$ cat src/rtl/xnand_gate_pipe.sv
// xnand_gate_pipe: two-stage valid/ready pipeline applying one of eight bitwise gate functions.
// Optional registered parity output is enabled by defining XNAND_PIPE_PARITY_EN.
module xnand_gate_pipe #(
    parameter int unsigned WIDTH = 8,
    parameter int unsigned CNT_W = 16
) (
    input  logic             clk,
    input  logic             rst_n,
    input  logic             in_valid,
    output logic             in_ready,
    input  logic [WIDTH-1:0] A,
    input  logic [WIDTH-1:0] B,
    input  logic [2:0]       op,
    output logic             out_valid,
    input  logic             out_ready,
    output logic [WIDTH-1:0] C,
    output logic             zero,
    output logic [CNT_W-1:0] txn_count
`ifdef XNAND_PIPE_PARITY_EN
    ,
    output logic             parity
`endif
);

    typedef enum logic [2:0] {
        OP_AND   = 3'b000,
        OP_OR    = 3'b001,
        OP_NAND  = 3'b010,
        OP_NOR   = 3'b011,
        OP_XOR   = 3'b100,
        OP_XNOR  = 3'b101,
        OP_XNAND = 3'b110,
        OP_NOTA  = 3'b111
    } op_e;

    logic             r_s1_valid;
    logic [WIDTH-1:0] r_a;
    logic [WIDTH-1:0] r_b;
    op_e              r_op;

    logic             r_s2_valid;
    logic [WIDTH-1:0] r_c;
    logic             r_zero;
    logic [CNT_W-1:0] r_txn;

    logic             w_s2_free;
    logic             w_s1_adv;
    logic             w_in_fire;
    logic             w_out_fire;
    logic [WIDTH-1:0] w_c;

    assign w_s2_free  = !r_s2_valid || out_ready;
    assign w_s1_adv   = r_s1_valid && w_s2_free;
    // in_ready is held low while reset is asserted so no beat is taken during reset
    assign in_ready   = rst_n && (!r_s1_valid || w_s2_free);
    assign w_in_fire  = in_valid && in_ready;
    assign w_out_fire = r_s2_valid && out_ready;

    always_comb begin
        w_c = '0;
        case (r_op)
            OP_AND:   w_c = r_a & r_b;
            OP_OR:    w_c = r_a | r_b;
            OP_NAND:  w_c = ~(r_a & r_b);
            OP_NOR:   w_c = ~(r_a | r_b);
            OP_XOR:   w_c = r_a ^ r_b;
            OP_XNOR:  w_c = ~(r_a ^ r_b);
            OP_XNAND: w_c = ~(~(r_a ^ r_b));
            OP_NOTA:  w_c = ~r_a;
            default:  w_c = '0;
        endcase
    end

    always_ff @(posedge clk or negedge rst_n) begin
        if (!rst_n) begin
            r_s1_valid <= 1'b0;
            r_a        <= '0;
            r_b        <= '0;
            r_op       <= OP_AND;
        end else if (w_in_fire) begin
            r_s1_valid <= 1'b1;
            r_a        <= A;
            r_b        <= B;
            r_op       <= op_e'(op);
        end else if (w_s1_adv) begin
            r_s1_valid <= 1'b0;
        end
    end

    always_ff @(posedge clk or negedge rst_n) begin
        if (!rst_n) begin
            r_s2_valid <= 1'b0;
            r_c        <= '0;
            r_zero     <= 1'b0;
        end else if (w_s1_adv) begin
            r_s2_valid <= 1'b1;
            r_c        <= w_c;
            r_zero     <= (w_c == '0);
        end else if (out_ready) begin
            r_s2_valid <= 1'b0;
        end
    end

    always_ff @(posedge clk or negedge rst_n) begin
        if (!rst_n) begin
            r_txn <= '0;
        end else if (w_out_fire) begin
            r_txn <= r_txn + CNT_W'(1);
        end
    end

`ifdef XNAND_PIPE_PARITY_EN
    logic r_parity;

    always_ff @(posedge clk or negedge rst_n) begin
        if (!rst_n) begin
            r_parity <= 1'b0;
        end else if (w_s1_adv) begin
            r_parity <= ^w_c;
        end
    end

    assign parity = r_parity;
`endif

    assign out_valid = r_s2_valid;
    assign C         = r_c;
    assign zero      = r_s2_valid && r_zero;
    assign txn_count = r_txn;

endmodule

$ cat config.mk
export PLATFORM = sky130hd
export DESIGN_NAME = xnand_gate_pipe
export DESIGN_NICKNAME = d
export VERILOG_FILES = /design/src/rtl/xnand_gate_pipe.sv
export SDC_FILE = /design/constraint.sdc
export NUM_CORES = 1
export LEC_CHECK = 0
export ABC_AREA = 1
export ABC_CLOCK_PERIOD_IN_PS = 3800
export BUFFER_PORTS_ARGS = -buffer_cell sky130_fd_sc_hd__buf_2
export CAP_MARGIN = 40
export CORE_UTILIZATION = 57
export DETAILED_ROUTE_END_ITERATION = 8
export GPL_ROUTABILITY_DRIVEN = 1
export PLACE_DENSITY = 0.81
export SETUP_SLACK_MARGIN = 0.05
export SLEW_MARGIN = 20
export SYNTH_ARGS = -nofsm -noshare
export SYNTH_HDL_FRONTEND = slang
export SYNTH_SLANG_ARGS = --single-unit
$ cat constraint.sdc
create_clock -name clk -period 3.8 [get_ports clk]
set_input_delay 0.76 -clock clk [delete_from_list [all_inputs] [get_ports clk]]
set_output_delay 0.76 -clock clk [all_outputs]
set_load 0.03 [all_outputs]
* Word level (Yosys, flattened, before mapping)
Index checks and enable logic that the tools add are counted.
** Storage, ports and cells
- Register bits :: 46
- Output and inout port bits :: 27
- Word-level logic and storage cells :: 42
** Operators by class
- Add/sub/neg operators :: 1
- Eq/ne operators :: 7
- Mux-type cells :: 5
- Bitwise operators :: 8
- Reductions and logical operators :: 13
** Operators by type and width (number)
- case mux 8 bit (8 select lines) :: 1
- inverter 8 bit :: 5
- adder 16 x 1 -> 16 bit (second input constant) :: 1
- equality test 3 bit (second input constant) :: 4
- bitwise AND 8 bit :: 1
- logical NOT 8 bit :: 1
- OR 8 bit :: 1
- bitwise XOR 8 bit :: 1
- equality test 3 x 2 -> 1 bit (second input constant) :: 2
- logical AND 1 bit :: 5
- two-way mux 1 bit :: 4
- nonzero test 2 bit :: 2
- equality test 3 x 1 -> 1 bit (second input constant) :: 1
- logical NOT 3 bit :: 1
- logical NOT 1 bit :: 2
- logical OR 1 bit :: 2

* Longest topological paths before layout
Gate-level depths: netlist of the first run.
- Depth after elaboration :: 6
- Gate-level depth with buffers :: 12
- Mapped depth without buffers :: 12

* Worst setup path after synthesis of the first run
Ideal clock, no wire load.
- Kind :: input-to-output
- Start :: input out_ready
- End :: output in_ready
- Data arrival time :: 1133 ps
- Required time :: 3040 ps
- Slack :: 1907 ps
- Stages :: 4
- Cells stage by stage :: inv_1 > nand3_1 > nand2_1 > inv_1
** On the way
- Word-level cells in the longest chain between the ends :: 3
** Ends and longest elaborated chain
- start: declaration :: RTL line 15 : input logic out_ready,
- logical OR 1 bit :: RTL line 52 : assign w_s2_free = !r_s2_valid || out_ready;
- logical OR 1 bit :: RTL line 55 : assign in_ready = rst_n && (!r_s1_valid || w_s2_free);
- logical AND 1 bit :: RTL line 55
- end: declaration :: RTL line 10 : output logic in_ready,
Every way passes these cells.

* Worst setup path in the final report of the first run
Same ends and word-level chain as after synthesis.

==> flow_metrics.tcl, run 1 <==
set metrics [dict create \
    setup_tns_final_ps 0 \
    post_drt_via_cell_ratio 5.07 \
    vias 2290 \
    clockBufferDepth 2 \
    synth_fp_nets 391 \
    ant_nets 0 \
    postSynthAreaPerCell_um2 7.87 \
    slew_headroom_pct 61.8 \
    r2r_setup_slack_ps 1780 \
    critPathSlowestCell "buf_2" \
    worstMarginPinSlew_ps 573 \
    cts_setup_buffers 0 \
    fmaxAchievable_mhz 467 \
    worst_setup_path_start_kind "input port" \
    r2r_start "r_op[0]$_DFFE_PN0P_" \
    cts.clk_slew.worst_paths_ps 80 \
    yosys.cell_types.count 26 \
    flop_and_latch_count_out_of_synthesis 46 \
    drv_slew 0 \
    diodes 0 \
    hold_path_class "reg2reg" \
    fin_util_pct 70.0 \
    clock_tree_from_tritoncts "yes" \
    detail_route.wl_per_cell_um 11.7 \
    final_layout_size_suffix_gt1_share_pct 19.3 \
    finalHoldViolations 0 \
    first_global_vias 2078 \
    grt_remaining_overflow 0 \
    post-place-cells 444 \
    grt_first_pass_wirelength_um 9250 \
    syn_inst 351 \
    detailedRoute.firstPassIterationCount 4 \
    final_cells 452 \
    worst_r2r_path_depth 10 \
    place.port_buffers 49 \
    synth_edf_count 0 \
    num-nets-final 439 \
    post_route_fraction_of_the_period_consumed_by_the_critical_path_pct 56.3 \
    die_y_um 71.6 \
    critPathRequiredTime_ps 3040 \
    final_report_setup_violation_count 0 \
    route.final.wire_length_um 5270 \
    path_max_fanout 3 \
    cts.htree.levels 2 \
    startpoint_of_the_most_critical_hold_path "C[2]$_DFFE_PN0P_" \
    timing.setup.critical_path_class "in2out" \
    rsz_0062_raised_after_global_routing "no" \
    cp-end-kind "output port" \
    global_route.usage.total_pct 22.8 \
    floorplan.core_area_um2 4500 \
    cap_viol_max_count 0 \
    static_leakage_power_nw 1.75 \
    fin_worst_skew_ps 2.82 \
    cts-hold-fix-buffers 0 \
    ioPinCount 50 \
    grt_max_degree 47 \
    postSynth.asyncResetShare_pct 100 \
    tritoncts_num_sinks 46 \
    clock-root-buffer "clkbuf_8" \
    critPathBufInv 4 \
    netlist_top_cells_area "dfrtp_1 42%, nand2_1 9.6%, ha_1 7.7%" \
    slowest_delay_ps 170 \
    drt_iter0_drc 149 \
    fp.dieW_um 71.6 \
    fp.dieArea_um2 5130 \
    dp_hpwl_um 3950 \
    grt_antenna_before_repair 0 \
    cts_inserted_buffers 5 \
    start_util_pct 61.4 \
    status "completed" \
    fin_area_um2 3150 \
    floorplan.rows 24 \
    cellPowerDensity_nw_per_um2 523 \
    syn2layout_area_growth_pct 14.0 \
    synth_sequential_area_ratio_pct 41.6 \
    crit_path_cell_trace "buf_2, inv_1, nand3_1, nand2_1, inv_1, buf_2" \
    crit_path_dat_ps 1380 \
    final.min_clock_period_ps 2140 \
    min_to "C[2]$_DFFE_PN0P_" \
    reg_to_reg_critical_path_endpoint "r_zero$_DFFE_PN0P_" \
    gp_routability_congestion 0.841 \
    ys.flop_type "dfrtp_1" \
    post-layout-total-power_mw 1.65 \
    dominant_cell_type_by_area_after_synthesis "dfrtp_1" \
    yosysWarnings 0 \
    vdd.ir_drop.worst_v 0.000209 \
    cts-resized-gates 0 \
    clkLatencyLatePin_ps 300 \
    area_share_of_the_largest_cell_type_after_synthesis_pct 41.6 \
    postPlaceCellArea_um2 3040 \
    drc 0 \
    whs_path_depth 2 \
    crit_family "buffers and inverters" \
    synth.cell_area_um2 2760 \
]
[cells in the mapped netlist, types with 3 or more instances]
master and n:
xor2_1 8, ha_1 17, inv_1 52, nor2_4 4, a21oi_1 24, xnor2_1 6
nor3_1 3, buf_2 7, nand4_1 10, nor2_1 44, or2_2 4, nand2_1 71
dfrtp_1 46, nand3_1 19, o21ai_0 19, o22ai_1 3
[report_power, final]
group / switching, mW / internal [mW]
Sequential: 0.109 / 0.589
Clock: 0.161 / 0.196
Combinational: 0.405 / 0.188
Total: 0.675 / 0.973
[flip-flops by register name, summed over array words and instances (netlist names)]
register    flops
C               8
r_zero          1
r_b             8
txn_count      16
r_s1_valid      1
r_op            3
out_valid       1
r_a             8
[cell type report]
class                           count  area, µm²
Clock inverter                      2       37.5
Inverter                           53        199
Multi-Input combinational cell    242       1370
Clock buffer                        6       72.6
Timing Repair Buffer               51        260
Fill cell                         369       1350
Tap cell                           52       65.1
Sequential cell                    46       1150
[routing by layer]
layer	wire [µm]	part of all wire (%)	track usage, %	up-vias
met5	0	0	0	-
met3	260	4.9	4.64	4
met1	2620	50	33.6	1027
met4	57	1.1	6.97	0
met2	2330	44	34.0	61
li1	-	-	-	1198
[worst reg2reg max path, cell delays in order, from the launching register on]
cell     delay [ps]
dfrtp_1         710
inv_1           280
nand2_1         270
inv_1           150
nor2_1          130
nand2_1          70
nand2_1          90
nand3_1          80
nor2_1           90
nand2_1          50
nand2_1          50
[per-stage QoR]
step / setup WS (ps) / hold WS, ps
global placement: 1720 / 457
floorplan: 1910 / 447
CTS: 1650 / 483
global route: 1540 / 513
detailed placement: 1650 / 460
finish: 1660 / 479
[kinds of logic after synthesis]
| logic type | Yosys count | synth area share [%] |
|---|---|---|
| AOI/OAI and AO/OA | 46 | 8.47 |
| xor gates and xnor gates | 14 | 4.44 |
| adders and majority gates | 17 | 7.70 |
| buffers and inverters | 63 | 8.92 |
| DFF | 46 | 41.6 |
| and+or+nand+nor | 165 | 28.8 |
[cell usage in the layout, fill, tap and decap left out]
| cell | count |
|---|---|
| nand2_1 | 71 |
| inv_1 | 52 |
| buf_2 | 49 |
| dfrtp_1 | 46 |
| nor2_1 | 44 |
| a21oi_1 | 24 |
| nand3_1 | 19 |
| o21ai_0 | 19 |
| ha_1 | 17 |
| nand4_1 | 10 |
| xor2_1 | 8 |
| xnor2_1 | 6 |
| clkbuf_8 | 5 |
| nor2_4 | 4 |
| or2_2 | 4 |
| nor3_1 | 3 |
| o22ai_1 | 3 |
| nand2_4 | 2 |
| nor3_4 | 2 |
| nand2_2 | 2 |
| buf_4 | 2 |
| inv_2 | 1 |
| nor2_2 | 1 |
| nand3_4 | 1 |
| nand4_4 | 1 |
| nor3_2 | 1 |
| clkinvlp_4 | 1 |
| bufinv_16 | 1 |
| clkbuf_1 | 1 |
[how the worst max path moves through the flow]
stage	startpoint	endpoint	slack (ps)	cells after the start
finish	out_ready	in_ready	1660	6
global route	r_op[0]$_DFFE_PN0P_	r_zero$_DFFE_PN0P_	1540	10
CTS	out_ready	in_ready	1650	6
detailed placement	out_ready	in_ready	1650	6
global placement	out_ready	in_ready	1720	6
floorplan	out_ready	in_ready	1910	4
No activity file was read; power rests on OpenSTA's default activity.
==> inputs of run 2 (changes only) <==
--- a/config.mk
+++ b/config.mk
@@ -6,13 +6,13 @@
 export NUM_CORES = 1
 export LEC_CHECK = 0
 export ABC_AREA = 1
-export ABC_CLOCK_PERIOD_IN_PS = 3800
+export ABC_CLOCK_PERIOD_IN_PS = 2200
 export BUFFER_PORTS_ARGS = -buffer_cell sky130_fd_sc_hd__buf_2
 export CAP_MARGIN = 40
-export CORE_UTILIZATION = 57
+export CORE_UTILIZATION = 56
 export DETAILED_ROUTE_END_ITERATION = 8
 export GPL_ROUTABILITY_DRIVEN = 1
-export PLACE_DENSITY = 0.81
+export PLACE_DENSITY = 0.8
 export SETUP_SLACK_MARGIN = 0.05
 export SLEW_MARGIN = 20
 export SYNTH_ARGS = -nofsm -noshare
==> constraint.sdc (replaced) <==
create_clock -name clk -period 2.2 [get_ports clk]
set_input_delay 0.44 -clock clk [delete_from_list [all_inputs] [get_ports clk]]
set_output_delay 0.44 -clock clk [all_outputs]
set_load 0.03 [all_outputs]
==> run 2 against run 1 <==
Largest power group unchanged. Critical path depth grew 4. Sequential share of layout area shrank 0.36 points. Sequential power grew 72%. Total power grew 75%. Largest cell class unchanged. Clock skew grew 4.6 ps. Worst hold slack lost 220 ps. Combinational power grew 77%. Clock power grew 77%. Register-to-register slack lost 1400 ps. Via count grew 2.4%. Die area grew 1.7%.
==> flow_metrics.tcl, run 2 (synthesized netlist as in run 1, its figures left out) <==
set metrics [dict create \
    status "completed" \
    die_y_um 72.3 \
    num-nets-final 441 \
    drt_iter0_drc 156 \
    max_ffs_per_register 16 \
    fmaxAchievable_mhz 564 \
    setup_tns_final_ps 0 \
    detail_route.wl_per_cell_um 12.2 \
    worst_r2r_path_depth 10 \
    gp_routability_congestion 0.947 \
    grt_remaining_overflow 0 \
    first_global_vias 2106 \
    dp_hpwl_um 4270 \
    crit_path_dat_ps 2020 \
    finalHoldWorstSlack_ps 257 \
    post_route_fraction_of_the_period_consumed_by_the_critical_path_pct 80.6 \
    drv_slew 0 \
    floorplan.rows 25 \
    critPathSlowestCell "dfrtp_1" \
    vdd.ir_drop.worst_v 0.000407 \
    slowest_delay_ps 650 \
    cellPowerDensity_nw_per_um2 904 \
    static_leakage_power_nw 1.76 \
    place_ws_ps 374 \
    postPlaceCellArea_um2 3080 \
    reg_to_reg_critical_path_endpoint "r_zero$_DFFE_PN0P_" \
    mostFrequentLayoutCells "71 x nand2_1, 52 x inv_1, 49 x buf_2, 45 x dfrtp_1, 44 x nor2_1" \
    clkPwrFrac_pct 21.9 \
    crit_path_cell_trace "inv_1, nand3_1, o21ai_0, nor2_1, nand2_1, nand2_1, nand2_1, nor2_1, nand2_1, nand2_1" \
    final_layout_size_suffix_gt1_share_pct 19.9 \
    grt_antenna_before_repair 0 \
    grt_max_degree 47 \
    power_frac_comb_pct 36.3 \
    grt_first_pass_wirelength_um 9690 \
    power.switching_mw 1.19 \
    fin_worst_skew_ps 7.44 \
    post-layout-total-power_mw 2.88 \
    fin_area_um2 3190 \
    diodes 0 \
    start_util_pct 58.5 \
    cp-end-kind "register" \
    critPathRequiredTime_ps 2440 \
    global_route.usage.total_pct 24.0 \
    vias 2344 \
    clkLatencyLatePin_ps 300 \
    path_max_fanout 14 \
    drc 0 \
    worstMarginPinSlew_ps 581 \
    ant_nets 0 \
    finalHoldViolations 0 \
    final_report_setup_violation_count 0 \
    cts_inserted_buffers 5 \
    detailedRoute.firstPassIterationCount 4 \
    post_drt_via_cell_ratio 5.00 \
    clock-root-buffer "clkbuf_8" \
    cts-hold-fix-buffers 0 \
    power.share.sequential_pct 41.7 \
    route.final.wire_length_um 5740 \
    final.min_clock_period_ps 1770 \
    worst_setup_path_start_kind "register" \
    ioPinCount 50 \
    crit_start "r_op[2]$_DFFE_PN0P_" \
    leading_cell_type_in_the_layout_fill_and_taps_excluded "nand2_1" \
    cpMostUsedCell "nand2_1" \
    r2r_start "r_op[2]$_DFFE_PN0P_" \
    cell_internal_pwr_mw 1.69 \
    switching_share_pct 41.4 \
    slew_headroom_pct 61.3 \
    clock_tree_from_tritoncts "yes" \
    fp.dieArea_um2 5220 \
    cap_viol_max_count 0 \
    cts.htree.levels 2 \
    tritoncts_num_sinks 46 \
    cp-endpoint "r_zero$_DFFE_PN0P_" \
    timing.setup.critical_path_class "reg2reg" \
    cts.clk_slew.worst_paths_ps 80 \
    floorplan.core_area_um2 4720 \
    hold_path_class "in2async" \
    fp.dieW_um 72.3 \
    syn2layout_area_growth_pct 15.3 \
    place.port_buffers 49 \
    postLayoutSetupSlackWorst_ps 427 \
    rsz_0062_raised_after_global_routing "no" \
    clockBufferDepth 2 \
    r2r_setup_slack_ps 430 \
]
run 2: through the flow:
step                      util, %  std cells
final                        67.5        469
after CTS                    67.4        469
after detailed placement     65.1        461
after global routing         67.5        469
after global placement       65.1        461
after floorplan                 -        351
run 2: power by group through the flow:
| stage | Clock, mW | Combinational (mW) | Sequential (mW) |
|---|---|---|---|
| 2_1_floorplan | 0 | 0.543 | 1.41 |
| 3_3_place_gp | 0 | 1.03 | 1.20 |
| 3_5_place_dp | 0 | 1.04 | 1.22 |
| 4_1_cts | 0.649 | 1.05 | 1.20 |
| 5_1_grt | 0.679 | 1.17 | 1.23 |
| 6_report | 0.631 | 1.05 | 1.20 |
run 2: final cells by class:
class	instances	area [µm²]
inverters	53	199
clock buffers	6	72.6
multi-input cells	242	1370
flip-flops and latches	46	1150
clock inverters	2	37.5
repair buffers	53	275
fillers	435	1540
well taps	67	83.8
run 2: critical path, delay by kind of cell (launching register included):
family	cells	cell delay, ps
buffers and inverters	1	200
AO/OA/AOI/OAI	1	120
AND/OR/NAND/NOR	8	770
flip-flops	1	650
run 2: worst min-delay path by stage:
stage / end / slack [ps] / cells after the start / startpoint
2_1_floorplan: C[0]$_DFFE_PN0P_ / 140 / 0 / rst_n
3_3_place_gp: out_valid$_DFFE_PN0P_ / 450 / 2 / r_s1_valid$_DFFE_PN0P_
3_5_place_dp: C[2]$_DFFE_PN0P_ / 460 / 2 / C[2]$_DFFE_PN0P_
4_1_cts: C[7]$_DFFE_PN0P_ / 280 / 2 / rst_n
5_1_grt: r_a[4]$_DFFE_PN0P_ / 300 / 2 / rst_n
6_report: r_b[5]$_DFFE_PN0P_ / 260 / 2 / rst_n
run 2: repair_timing:
| item | 4_1_cts | 5_1_grt |
|---|---|---|
| resized for setup | 0 | 1 |
| hold endpoints to repair | 0 | 0 |
| buffers inserted | 0 | 0 |
| endpoints found under the setup margin | 0 | 1 |
run 2: routing by layer:
layer | global-route usage (%) | vias up | share of wire [%]
met4 | 8.50 | 0 | 1.6
met2 | 35.5 | 71 | 45
met1 | 34.6 | 1058 | 48
met3 | 5.69 | 8 | 5.5
li1 | - | 1207 | -
met5 | 0 | - | 0
==> inputs of run 3 (changes only) <==
--- a/config.mk
+++ b/config.mk
@@ -6,7 +6,7 @@
 export NUM_CORES = 1
 export LEC_CHECK = 0
 export ABC_AREA = 1
-export ABC_CLOCK_PERIOD_IN_PS = 2200
+export ABC_CLOCK_PERIOD_IN_PS = 1700
 export BUFFER_PORTS_ARGS = -buffer_cell sky130_fd_sc_hd__buf_2
 export CAP_MARGIN = 40
 export CORE_UTILIZATION = 56
==> constraint.sdc (replaced) <==
create_clock -name clk -period 1.7 [get_ports clk]
set_input_delay 0.34 -clock clk [delete_from_list [all_inputs] [get_ports clk]]
set_output_delay 0.34 -clock clk [all_outputs]
set_load 0.03 [all_outputs]
==> run 3 against run 2 <==
Fmax up 13%. Clock-buffer cell count did not move. Critical path depth is the same. Worst hold slack worse by 120 ps. Sequential power increased by 28%. Cell area is 4.8% higher. Critical endpoint unchanged.
==> flow_metrics.tcl, run 3 (synthesized netlist as in run 1, its figures left out) <==
set metrics [dict create \
    status "completed" \
    grt_remaining_overflow 0 \
    fin_worst_skew_ps 14.2 \
    timing.setup.critical_path_class "reg2reg" \
    global_route.usage.total_pct 25.0 \
    grt_first_pass_wirelength_um 10200 \
    tritoncts_num_sinks 46 \
    finalHoldViolations 0 \
    cp-end-kind "register" \
    fmaxAchievable_mhz 637 \
    clock-root-buffer "clkbuf_8" \
    postLayoutSetupSlackWorst_ps 130 \
    grt_antenna_before_repair 0 \
    place_ws_ps 148 \
    leading_cell_type_in_the_layout_fill_and_taps_excluded "nand2_1" \
    cts.htree.levels 2 \
    fp.dieArea_um2 5220 \
    final_cells 478 \
    final_report_setup_violation_count 0 \
    clock_tree_from_tritoncts "yes" \
    worst_setup_path_start_kind "register" \
    vias 2410 \
    vdd.ir_drop.worst_v 0.000527 \
    post_drt_via_cell_ratio 5.04 \
    detail_route.wl_per_cell_um 12.9 \
    cap_viol_max_count 0 \
    drt_iter0_drc 179 \
    final_layout_size_suffix_gt1_share_pct 25.5 \
    critPathRequiredTime_ps 1900 \
    hold_path_class "in2async" \
    cts_inserted_buffers 5 \
    cts.clk_slew.worst_paths_ps 90 \
    static_leakage_power_nw 1.82 \
    route.final.wire_length_um 6150 \
    ioPinCount 50 \
    grt_max_degree 47 \
    cellPowerDensity_nw_per_um2 1220 \
    slew_headroom_pct 62.0 \
    crit_path_dat_ps 1770 \
    syn2layout_area_growth_pct 20.8 \
    gp_routability_congestion 0.905 \
    ant_nets 0 \
    worst_r2r_path_depth 10 \
    floorplan.rows 25 \
    drv_slew 0 \
    diodes 0 \
    fin_util_pct 70.7 \
    die_y_um 72.3 \
    fp.dieW_um 72.3 \
    start_util_pct 58.5 \
    post-place-cells 467 \
    first_global_vias 2238 \
    clockBufferDepth 2 \
    clkLatencyLatePin_ps 310 \
    dp_hpwl_um 4410 \
    drc 0 \
    rsz_0062_raised_after_global_routing "yes" \
    post_route_fraction_of_the_period_consumed_by_the_critical_path_pct 92.3 \
    detailedRoute.firstPassIterationCount 5 \
    final.min_clock_period_ps 1570 \
    max_ffs_per_register 16 \
    path_max_fanout 6 \
    place.port_buffers 49 \
    floorplan.core_area_um2 4720 \
    mostFrequentLayoutCells "68 x nand2_1, 49 x buf_2, 47 x inv_1, 42 x dfrtp_1, 42 x nor2_1" \
    num-nets-final 450 \
    worstMarginPinSlew_ps 570 \
]
## run 3: power breakdown
group	internal, mW	switching [mW]
Combinational	0.507	1.02
Sequential	1.32	0.208
Clock	0.627	0.375
Total	2.46	1.61
## run 3: final timing paths
| kind | startpoint | end | slack, ps |
|---|---|---|---|
| worst max-delay path | r_op[2]$_DFFE_PN0P_ | r_zero$_DFFE_PN0P_ | 130 |
| worst min-delay path | rst_n | r_a[3]$_DFFE_PN0P_ | 140 |
| worst max register to register | r_op[2]$_DFFE_PN0P_ | r_zero$_DFFE_PN0P_ | 130 |
| worst min register to register | C[2]$_DFFE_PN0P_ | C[2]$_DFFE_PN0P_ | 480 |
| max in group asynchronous | rst_n | txn_count[0]$_DFFE_PN0P_ | 1150 |
| min in group clk | A[7] | r_a[7]$_DFFE_PN0P_ | 270 |
## run 3: cell type report
cell class              count  area [µm²]
flip-flops and latches     46        1160
clock inverters             2        60.1
clock buffers               6        82.6
repair buffers             62         355
inverters                  53         199
multi-input cells         242        1400
fillers                   370        1390
well taps                  67        83.8
## run 3: repair_timing
| item | 4_1_cts | 5_1_grt |
|---|---|---|
| endpoints found under the setup margin | 0 | 7 |
| hold buffers | 0 | 0 |
| setup buffers | 0 | 3 |
| gates resized for setup | 0 | 16 |
## run 3: routing by layer
metal  routed length [µm]  global-route usage (%)  share of wire, %  up-vias
met3                  393                    4.44               6.4       14
met1                 2780                    34.8                45     1074
met2                 2860                    39.4                46       95
met4                  124                    9.37               2.0        0
li1                     -                       -                 -     1227
met5                    0                       0                 0        -
## run 3: through the flow
stage               instance area [µm²]  hold WS (ps)  TNS [ps]  total power [mW]
detailed placement                 3140           465         0              2.98
finish                             3340           137         0              4.07
global placement                   3140           453         0              2.93
floorplan                          2770          44.4         0              2.54
global route                       3340           193     -13.6              4.32
CTS                                3280           163         0              3.99
## run 3: worst max-delay path, cell delays in order, from the launching register on
cell and delay [ps]:
dfrtp_2 480, nor2_4 180, nand2_1 160, o21ai_0 230, nor2_1 80, nand2_1 60, nand2_1 60, nand2_1 60
nor2_1 30, nand2_1 60, nand2_1 50
